===== config.mk =====
export PLATFORM = sky130hd
export DESIGN_NAME = fifo_uart_tx
export DESIGN_NICKNAME = d
export VERILOG_FILES = /design/src/rtl/fifo_uart_tx.sv
export SDC_FILE = /design/constraint.sdc
export NUM_CORES = 1
export LEC_CHECK = 0
export ABC_AREA = 1
export BUFFER_PORTS_ARGS = -buffer_cell sky130_fd_sc_hd__buf_2
export CORE_ASPECT_RATIO = 0.8
export CORE_UTILIZATION = 58
export CTS_CLUSTER_SIZE = 10
export DETAILED_ROUTE_END_ITERATION = 10
export HOLD_SLACK_MARGIN = 0.1
export PLACE_DENSITY = 0.9
export SETUP_SLACK_MARGIN = 0.3
export SKIP_CTS_REPAIR_TIMING = 1
export SLEW_MARGIN = 0
export SYNTH_ARGS = -nofsm -noshare
export SYNTH_HDL_FRONTEND = slang
export SYNTH_SLANG_ARGS = --single-unit

===== constraint.sdc =====
create_clock -name clk -period 1.83 [get_ports clk]
set_clock_uncertainty 0.15 [all_clocks]
set_input_delay 0.0915 -clock clk [delete_from_list [all_inputs] [get_ports clk]]
set_output_delay 0.0915 -clock clk [all_outputs]
set_load 0.02 [all_outputs]

===== src/rtl/fifo_uart_tx.sv =====
// UART transmitter fed from a synchronous FIFO with a registered read port.
// Pops one byte per frame and shifts it out LSB first as 8N1/8E1.
module fifo_uart_tx #(
    parameter int CLK_DIV    = 868,
    parameter int DATA_WIDTH = 8,
    parameter int PARITY_EN  = 0,
    parameter int STOP_BITS  = 1
) (
    input  logic                  clk,
    input  logic                  rst,
    input  logic                  tx_en,
    input  logic                  fifo_empty,
    input  logic [DATA_WIDTH-1:0] fifo_dout,
    output logic                  fifo_rd_en,
    output logic                  tx,
    output logic                  busy,
    output logic                  tx_done
);

    localparam int BW = $clog2(CLK_DIV);
    localparam int CW = $clog2(DATA_WIDTH) + 1;

    localparam logic [BW-1:0] BAUD_LAST = BW'(CLK_DIV - 1);
    localparam logic [CW-1:0] DATA_LAST = CW'(DATA_WIDTH - 1);
    localparam logic [CW-1:0] STOP_LAST = CW'(STOP_BITS - 1);

    typedef enum logic [2:0] {
        S_IDLE,
        S_FETCH,
        S_CAPTURE,
        S_START,
        S_DATA,
        S_PARITY,
        S_STOP
    } state_t;

    state_t                r_state;
    state_t                w_state_next;
    logic [BW-1:0]         r_baud;
    logic [CW-1:0]         r_bit_cnt;
    logic [DATA_WIDTH-1:0] r_shift;
    logic [DATA_WIDTH-1:0] w_shift_sh;
    logic                  r_parity;
    logic                  r_tx;
    logic                  w_tx_next;
    logic                  w_bit_end;
    logic                  w_last_data;
    logic                  w_last_stop;

    assign w_bit_end   = (r_baud == BAUD_LAST);
    assign w_last_data = (r_bit_cnt == DATA_LAST);
    assign w_last_stop = (r_bit_cnt == STOP_LAST);
    assign w_shift_sh  = r_shift >> 1;

    always_ff @(posedge clk) begin
        if (rst) begin
            r_state <= S_IDLE;
        end else begin
            r_state <= w_state_next;
        end
    end

    always_comb begin
        w_state_next = r_state;
        unique case (r_state)
            S_IDLE: begin
                if (tx_en && !fifo_empty) begin
                    w_state_next = S_FETCH;
                end
            end
            S_FETCH: begin
                w_state_next = S_CAPTURE;
            end
            S_CAPTURE: begin
                w_state_next = S_START;
            end
            S_START: begin
                if (w_bit_end) begin
                    w_state_next = S_DATA;
                end
            end
            S_DATA: begin
                if (w_bit_end && w_last_data) begin
                    w_state_next = (PARITY_EN != 0) ? S_PARITY : S_STOP;
                end
            end
            S_PARITY: begin
                if (w_bit_end) begin
                    w_state_next = S_STOP;
                end
            end
            S_STOP: begin
                if (w_bit_end && w_last_stop) begin
                    w_state_next = S_IDLE;
                end
            end
            default: begin
                w_state_next = S_IDLE;
            end
        endcase
    end

    // Counters and shifter; the baud counter is zero on entry to START.
    always_ff @(posedge clk) begin
        if (rst) begin
            r_baud    <= '0;
            r_bit_cnt <= '0;
            r_shift   <= '0;
            r_parity  <= 1'b0;
            r_tx      <= 1'b1;
        end else begin
            r_tx <= w_tx_next;
            unique case (r_state)
                S_CAPTURE: begin
                    r_shift   <= fifo_dout;
                    r_parity  <= ^fifo_dout;
                    r_bit_cnt <= '0;
                    r_baud    <= '0;
                end
                S_START, S_PARITY: begin
                    r_baud <= w_bit_end ? '0 : r_baud + 1'b1;
                end
                S_DATA: begin
                    r_baud <= w_bit_end ? '0 : r_baud + 1'b1;
                    if (w_bit_end) begin
                        r_shift   <= w_shift_sh;
                        r_bit_cnt <= w_last_data ? '0 : r_bit_cnt + 1'b1;
                    end
                end
                S_STOP: begin
                    r_baud <= w_bit_end ? '0 : r_baud + 1'b1;
                    if (w_bit_end) begin
                        r_bit_cnt <= w_last_stop ? '0 : r_bit_cnt + 1'b1;
                    end
                end
                default: begin
                    r_baud    <= '0;
                    r_bit_cnt <= '0;
                end
            endcase
        end
    end

    // Line level is computed for the upcoming cycle so tx is a plain flop.
    always_comb begin
        w_tx_next = 1'b1;
        unique case (w_state_next)
            S_START: begin
                w_tx_next = 1'b0;
            end
            S_DATA: begin
                if (r_state == S_DATA && w_bit_end) begin
                    w_tx_next = w_shift_sh[0];
                end else begin
                    w_tx_next = r_shift[0];
                end
            end
            S_PARITY: begin
                w_tx_next = r_parity;
            end
            default: begin
                w_tx_next = 1'b1;
            end
        endcase
    end

    always_comb begin
        fifo_rd_en = (r_state == S_FETCH);
        busy       = (r_state != S_IDLE);
        tx_done    = (r_state == S_STOP) && w_bit_end && w_last_stop;
        tx         = r_tx;
    end

endmodule


==> metrics, run 1 <==
Placed Instance Area 1700 sq um; placed cells 285; critical path's largest stage delay 0.45 ns; CTS tree yes; Rows 16; Max Clk Rate 0.509 GHz; Max-cap violations 0; Avg Inst Size Synth 6.71 sq um; Post-Synthesis Cells 236; vias 2101; Total Routing Usage GR 0.255; Critical Path Slowest Stage Cell dfxtp_4; routed wire length 7.03 mm; total power 1.25 mW; CP top delay family simple AND/OR/NAND/NOR gates; static leakage 1.01 nW; Setup crit end kind register; area of the core 2520 sq um; Max IR drop VDD 0.537 mV; Crit Path Class register to register; post-route ant nets 0; Ys Warns 0; Area Overhead vs Synth 49.8%; Worst Path Required 1.93 ns; drt initial violations 385; Fin. Hold Viols 0; clock-pin slew on the worst setup and hold paths 0.16 ns; Final Critical Period 1.97 ns; IO buf count 15; Worst Path Buf+Inv 1; fin crit share 1.07; DP Wirelength 2.53 mm; max_slew headroom 0.610; first-pass GRT wire length 5.71 mm; Ports 16; adder-cell share of the synthesized area 0.0237; post-route setup TNS -0.290 ns; largest family of logic cells by synthesized area simple AND/OR/NAND/NOR gates; slack of the critical path -0.135 ns; reg2reg path depth 9; via/cell ratio 6.59; Clock Sinks 27; sequential cell area fraction in the yosys report 0.341; min-delay worst type input port to register; Cell Pwr Density 525 nW/um^2; multiplexer share of the synthesized area 0; layout cells sized above 1 0.424; Startpoint Class register; Final Slew Violations 0; Clock Tree Buf Depth 2; most frequent cells in the layout nand2_1 (50), inv_1 (25), buf_4 (19), nor2_1 (17), dfxtp_1 (15); failing checks negative setup slack; die area 2950 sq um; crit path DAT 2.07 ns; crit path max fanout 7; drc violations 0; vias in the first global route 1285; initial antenna violation count 0; xor/xnor cell area share of the yosys netlist 0.0442; H-tree depth 1; fillcell total 74; Synth Area in Compound Gates 0.121; synthesized area 1580 sq um; worst-skew pair later-pin latency 0.35 ns; post-route non-filler standard cell count 319; Hold Path Cell Cnt 4; wire length per cell 22.0 um; chip height 48.7 um; outcome finished with violations; drt pass-1 iters 7; routability cong. 0.886; die width 60.4 um; Post-synth EDFFs 0; largest net degree at the start of global routing 16; Mapped Nets 251; final setup vio count 3; fin nets 299; ys flop type dfxtp_1; n_diodes 0; most common cell after layout, fill and taps aside nand2_1; clock root buffer clkbuf_4; crit-path cells nor2_1, nand2_2, o21ai_0, inv_1, nand2_1, nor2_2, nand3_1, nand2_1, nand3_1; slew of the pin with the lowest slew margin 0.585 ns; post-synthesis cell type count 28; pre-CTS setup slack 0.0951 ns; number of CTS-inserted buffers 3; Post-Synth Simple-Gate Area 0.353; stages on the worst setup path 9; ys async rst share 0; Synth Register Bits 27; Initial Utilization 0.628; RSZ-0062 raised after global routing true; grt ovf 0; Design Area, Final 2370 sq um
[final timing paths]
path | endpoint | from | slack, ns
worst min register to register | r_shift[7]$_SDFFE_PP0P_ | r_shift[7]$_SDFFE_PP0P_ | 0.34
worst max-delay path | tx$_SDFF_PP1_ | r_state[2]$_SDFF_PP0_ | -0.14
worst max register to register | tx$_SDFF_PP1_ | r_state[2]$_SDFF_PP0_ | -0.14
worst min-delay path | r_shift[3]$_SDFFE_PP0P_ | rst | 0.21
[per-stage QoR]
stage / utilization / hold slack, ns
2_1_floorplan: - / 0.0106
3_3_place_gp: 0.674 / 0.217
3_5_place_dp: 0.674 / 0.225
4_1_cts: 0.685 / -0.145
5_1_grt: 0.940 / 0.217
6_report: 0.940 / 0.210
[cell families after synthesis]
family,after synthesis
xor gates and xnor gates,8
and+or+nand+nor,121
DFF,27
adders and majority gates,3
buffers and inverters,42
AOI/OAI and AO/OA,35
[power by group]
part           internal [mW]  switching [mW]
clock                 0.0825           0.191
combinational          0.129           0.198
sequential             0.615          0.0296
[Yosys cell counts (all sizes together) (3+ instances only)]
master / number / area share
nand2: 68 / 0.18
inv: 38 / 0.090
dfxtp: 27 / 0.34
nor2: 26 / 0.070
o21ai: 13 / 0.041
nand3: 12 / 0.046
a21oi: 11 / 0.035
a31oi: 7 / 0.028
nor3: 6 / 0.019
xnor2: 6 / 0.033
nand4: 5 / 0.020
buf: 3 / 0.024
ha: 3 / 0.024
[layer usage]
layer / track usage / up-vias / share of wire
met5: 0 / - / 0
met4: 0.0568 / 0 / 0.095
met3: 0.0561 / 99 / 0.14
met2: 0.366 / 236 / 0.43
met1: 0.386 / 912 / 0.34
li1: - / 854 / -
[cell type report]
type | count | area, sq um | share of cell area
Clock buffer | 3 | 22.5 | 0.00949
Multi-Input combinational cell | 168 | 1210 | 0.512
Inverter | 39 | 173 | 0.0728
Sequential cell | 27 | 563 | 0.237
Timing Repair Buffer | 45 | 350 | 0.148
Clock inverter | 1 | 5.00 | 0.00211
Tap cell | 36 | 45.0 | 0.0190
[flip-flops by register name, indices dropped and copies added, names as in the netlist]
signal     count
r_baud        10
r_shift        8
r_bit_cnt      4
r_state        3
r_parity       1
tx             1
[worst min-delay path, cell delays in order]
cell and delay [ns]:
buf_2 0.12, inv_1 0.26, o21ai_2 0.14, a31oi_1 0.05
(Power assumes the default switching activity.)
==> inputs of run 2 (changes only) <==
--- a/config.mk
+++ b/config.mk
@@ -8,11 +8,12 @@
 export ABC_AREA = 1
 export BUFFER_PORTS_ARGS = -buffer_cell sky130_fd_sc_hd__buf_2
 export CORE_ASPECT_RATIO = 0.8
-export CORE_UTILIZATION = 58
+export CORE_UTILIZATION = 60
+export CTS_BUF_LIST = sky130_fd_sc_hd__clkbuf_2 sky130_fd_sc_hd__clkbuf_4 sky130_fd_sc_hd__clkbuf_8
 export CTS_CLUSTER_SIZE = 10
 export DETAILED_ROUTE_END_ITERATION = 10
 export HOLD_SLACK_MARGIN = 0.1
-export PLACE_DENSITY = 0.9
+export PLACE_DENSITY = 0.92
 export SETUP_SLACK_MARGIN = 0.3
 export SKIP_CTS_REPAIR_TIMING = 1
 export SLEW_MARGIN = 0
==> run 2 against run 1 <==
Effect of this change: the run still ends with negative setup slack left; count of clock-buffer cells in the layout unchanged; cell count decreased by 1.3%; worst setup slack improved by 0.067 ns; non-clock buffer count decreased by 4; utilization decreased by 1.1 points; critical endpoint is now r_bit_cnt[3]$_SDFFE_PP0P_.
==> metrics, run 2 (synthesized netlist as in run 1, its figures left out) <==
routed wire length 7.32 mm (+4.1%); n_diodes 0 (unchanged); Crit Path Class register to register; wire length per cell 23.2 um (+5.4%); Final Critical Period 1.90 ns (-0.0670 ns); Startpoint Class register; most flop-heavy register r_baud; area of the core 2480 sq um (-1.6%); drt pass-1 iters 7 (unchanged); Fin. Hold Viols 0 (unchanged); static leakage 0.948 nW (-6.5%); Worst Path Required 1.97 ns (+0.04 ns); RSZ-0062 raised after global routing true; Psw 421 uW (+0.63%); Cell Pwr Density 536 nW/um^2 (+2.2%); die area 2850 sq um (-3.2%); outcome finished with violations; die width 59.4 um (-1.6%); Rows 16 (unchanged); Reg power frac 0.526 (+0.008); vias in the first global route 1214 (-5.5%); crit path max fanout 9 (+2); post-route ant nets 0 (unchanged); max reg flops 10 (unchanged); routability cong. 0.877 (-0.95%); Setup crit end kind register; Max-cap violations 0 (unchanged); register area 561 sq um (-0.44%); grt ovf 0 (unchanged); Combinational Power Share 0.248 (-0.015); IO buf count 15 (unchanged); Total Routing Usage GR 0.250 (-0.00562); CTS tree yes; fin nets 295 (-1.3%); slack of the critical path -0.0682 ns (+0.0670 ns); failing checks negative setup slack; min-delay worst type input port to register; via/cell ratio 6.80 (+3.2%); sw frac 0.340 (+0.00401); clock root buffer clkbuf_4; final setup vio count 9 (+6); initial antenna violation count 0 (unchanged); Internal 818 uW (-1.2%); Initial Utilization 0.638 (+0.0101); Clk pwr share 0.226 (+0.006); largest net degree at the start of global routing 16 (unchanged); number of CTS-inserted buffers 3 (unchanged); chip height 48.0 um (-1.6%); Max IR drop VDD 0.578 mV (+7.7%); vias 2141 (+1.9%); drt initial violations 300 (-22%); worst-skew pair later-pin latency 0.36 ns (about the same); Final Slew Violations 0 (unchanged); multi-input logic area 1200 sq um (-1.0%); slew of the pin with the lowest slew margin 0.599 ns (+0.0149 ns); post-route setup TNS -0.280 ns (+0.0107 ns); H-tree depth 1 (unchanged); crit path DAT 2.04 ns (-0.03 ns); clock-pin slew on the worst setup and hold paths 0.16 ns (about the same); most common cell after layout, fill and taps aside nand2_1; hold slack 0.187 ns (-0.0228 ns); Clock Sinks 27 (unchanged); Largest regs r_baud (10), r_shift (8), r_bit_cnt (4); DP Wirelength 2.49 mm (-1.8%); Area Overhead vs Synth 45.7%; Ports 16 (unchanged); fillcell total 92 (+24%); layout cells sized above 1 0.448 (+0.0240); fin crit share 1.04 (-0.0366); Clock Tree Buf Depth 2 (unchanged); first-pass GRT wire length 5.24 mm (-8.3%); max_slew headroom 0.600 (-0.00997); drc violations 0 (unchanged); Max Clk Rate 0.527 GHz (+3.5%); pre-CTS setup slack 0.126 ns (+0.0305 ns); most frequent cells in the layout nand2_1 (46), inv_1 (25), nor2_1 (16), dfxtp_1 (15)
==> run 2: area by class of cell <==
class,instances,area share
Clock inverter,1,0.00217
Tap cell,36,0.0195
Multi-Input combinational cell,168,0.520
Inverter,39,0.0710
Timing Repair Buffer,41,0.134
Sequential cell,27,0.243
Clock buffer,3,0.00976
==> run 2: path summary, 6_finish.rpt <==
path	from	end	slack, ns	depth (start not counted)
worst max-delay path	r_state[0]$_SDFF_PP0_	r_bit_cnt[3]$_SDFFE_PP0P_	-0.07	9
worst max register to register	r_state[0]$_SDFF_PP0_	r_bit_cnt[3]$_SDFFE_PP0P_	-0.07	9
worst min register to register	r_bit_cnt[0]$_SDFFE_PP0P_	r_bit_cnt[0]$_SDFFE_PP0P_	0.37	2
worst min-delay path	fifo_empty	r_state[0]$_SDFF_PP0_	0.19	6
==> run 2: power by group through the flow <==
| stage | Clock (mW) | Combinational [mW] | Sequential (mW) |
|---|---|---|---|
| after floorplan | 0 | 0.137 | 0.645 |
| after global placement | 0 | 0.178 | 0.645 |
| after detailed placement | 0 | 0.181 | 0.646 |
| after CTS | 0.259 | 0.183 | 0.633 |
| after global routing | 0.299 | 0.319 | 0.651 |
| final | 0.280 | 0.307 | 0.651 |
==> run 2: per-stage QoR <==
stage               total power, mW  area, sq um  utilization  cells
floorplan                     0.782         1610            -    236
global placement              0.823         1710        0.688    286
detailed placement            0.827         1710        0.688    286
CTS                            1.08         1740        0.699    290
global route                   1.27         2310        0.930    315
finish                         1.24         2310        0.930    315
==> run 2: layer usage <==
metal,track usage,vias to the layer above,share of wire,routed length [um]
met5,0,-,0,0
met3,0.0649,88,0.14,996
li1,-,844,-,-
met4,0.0762,0,0.079,582
met1,0.352,961,0.35,2570
met2,0.375,248,0.43,3170
==> run 2: critical path: stages, from the launching register on <==
cell and delay, ns:
dfxtp_2 0.42, inv_1 0.15, nand2_4 0.12, nor2_4 0.26
inv_2 0.16, o21ai_2 0.11, nand2_1 0.11, nand2_2 0.09
nand2_2 0.07, nor3_2 0.18
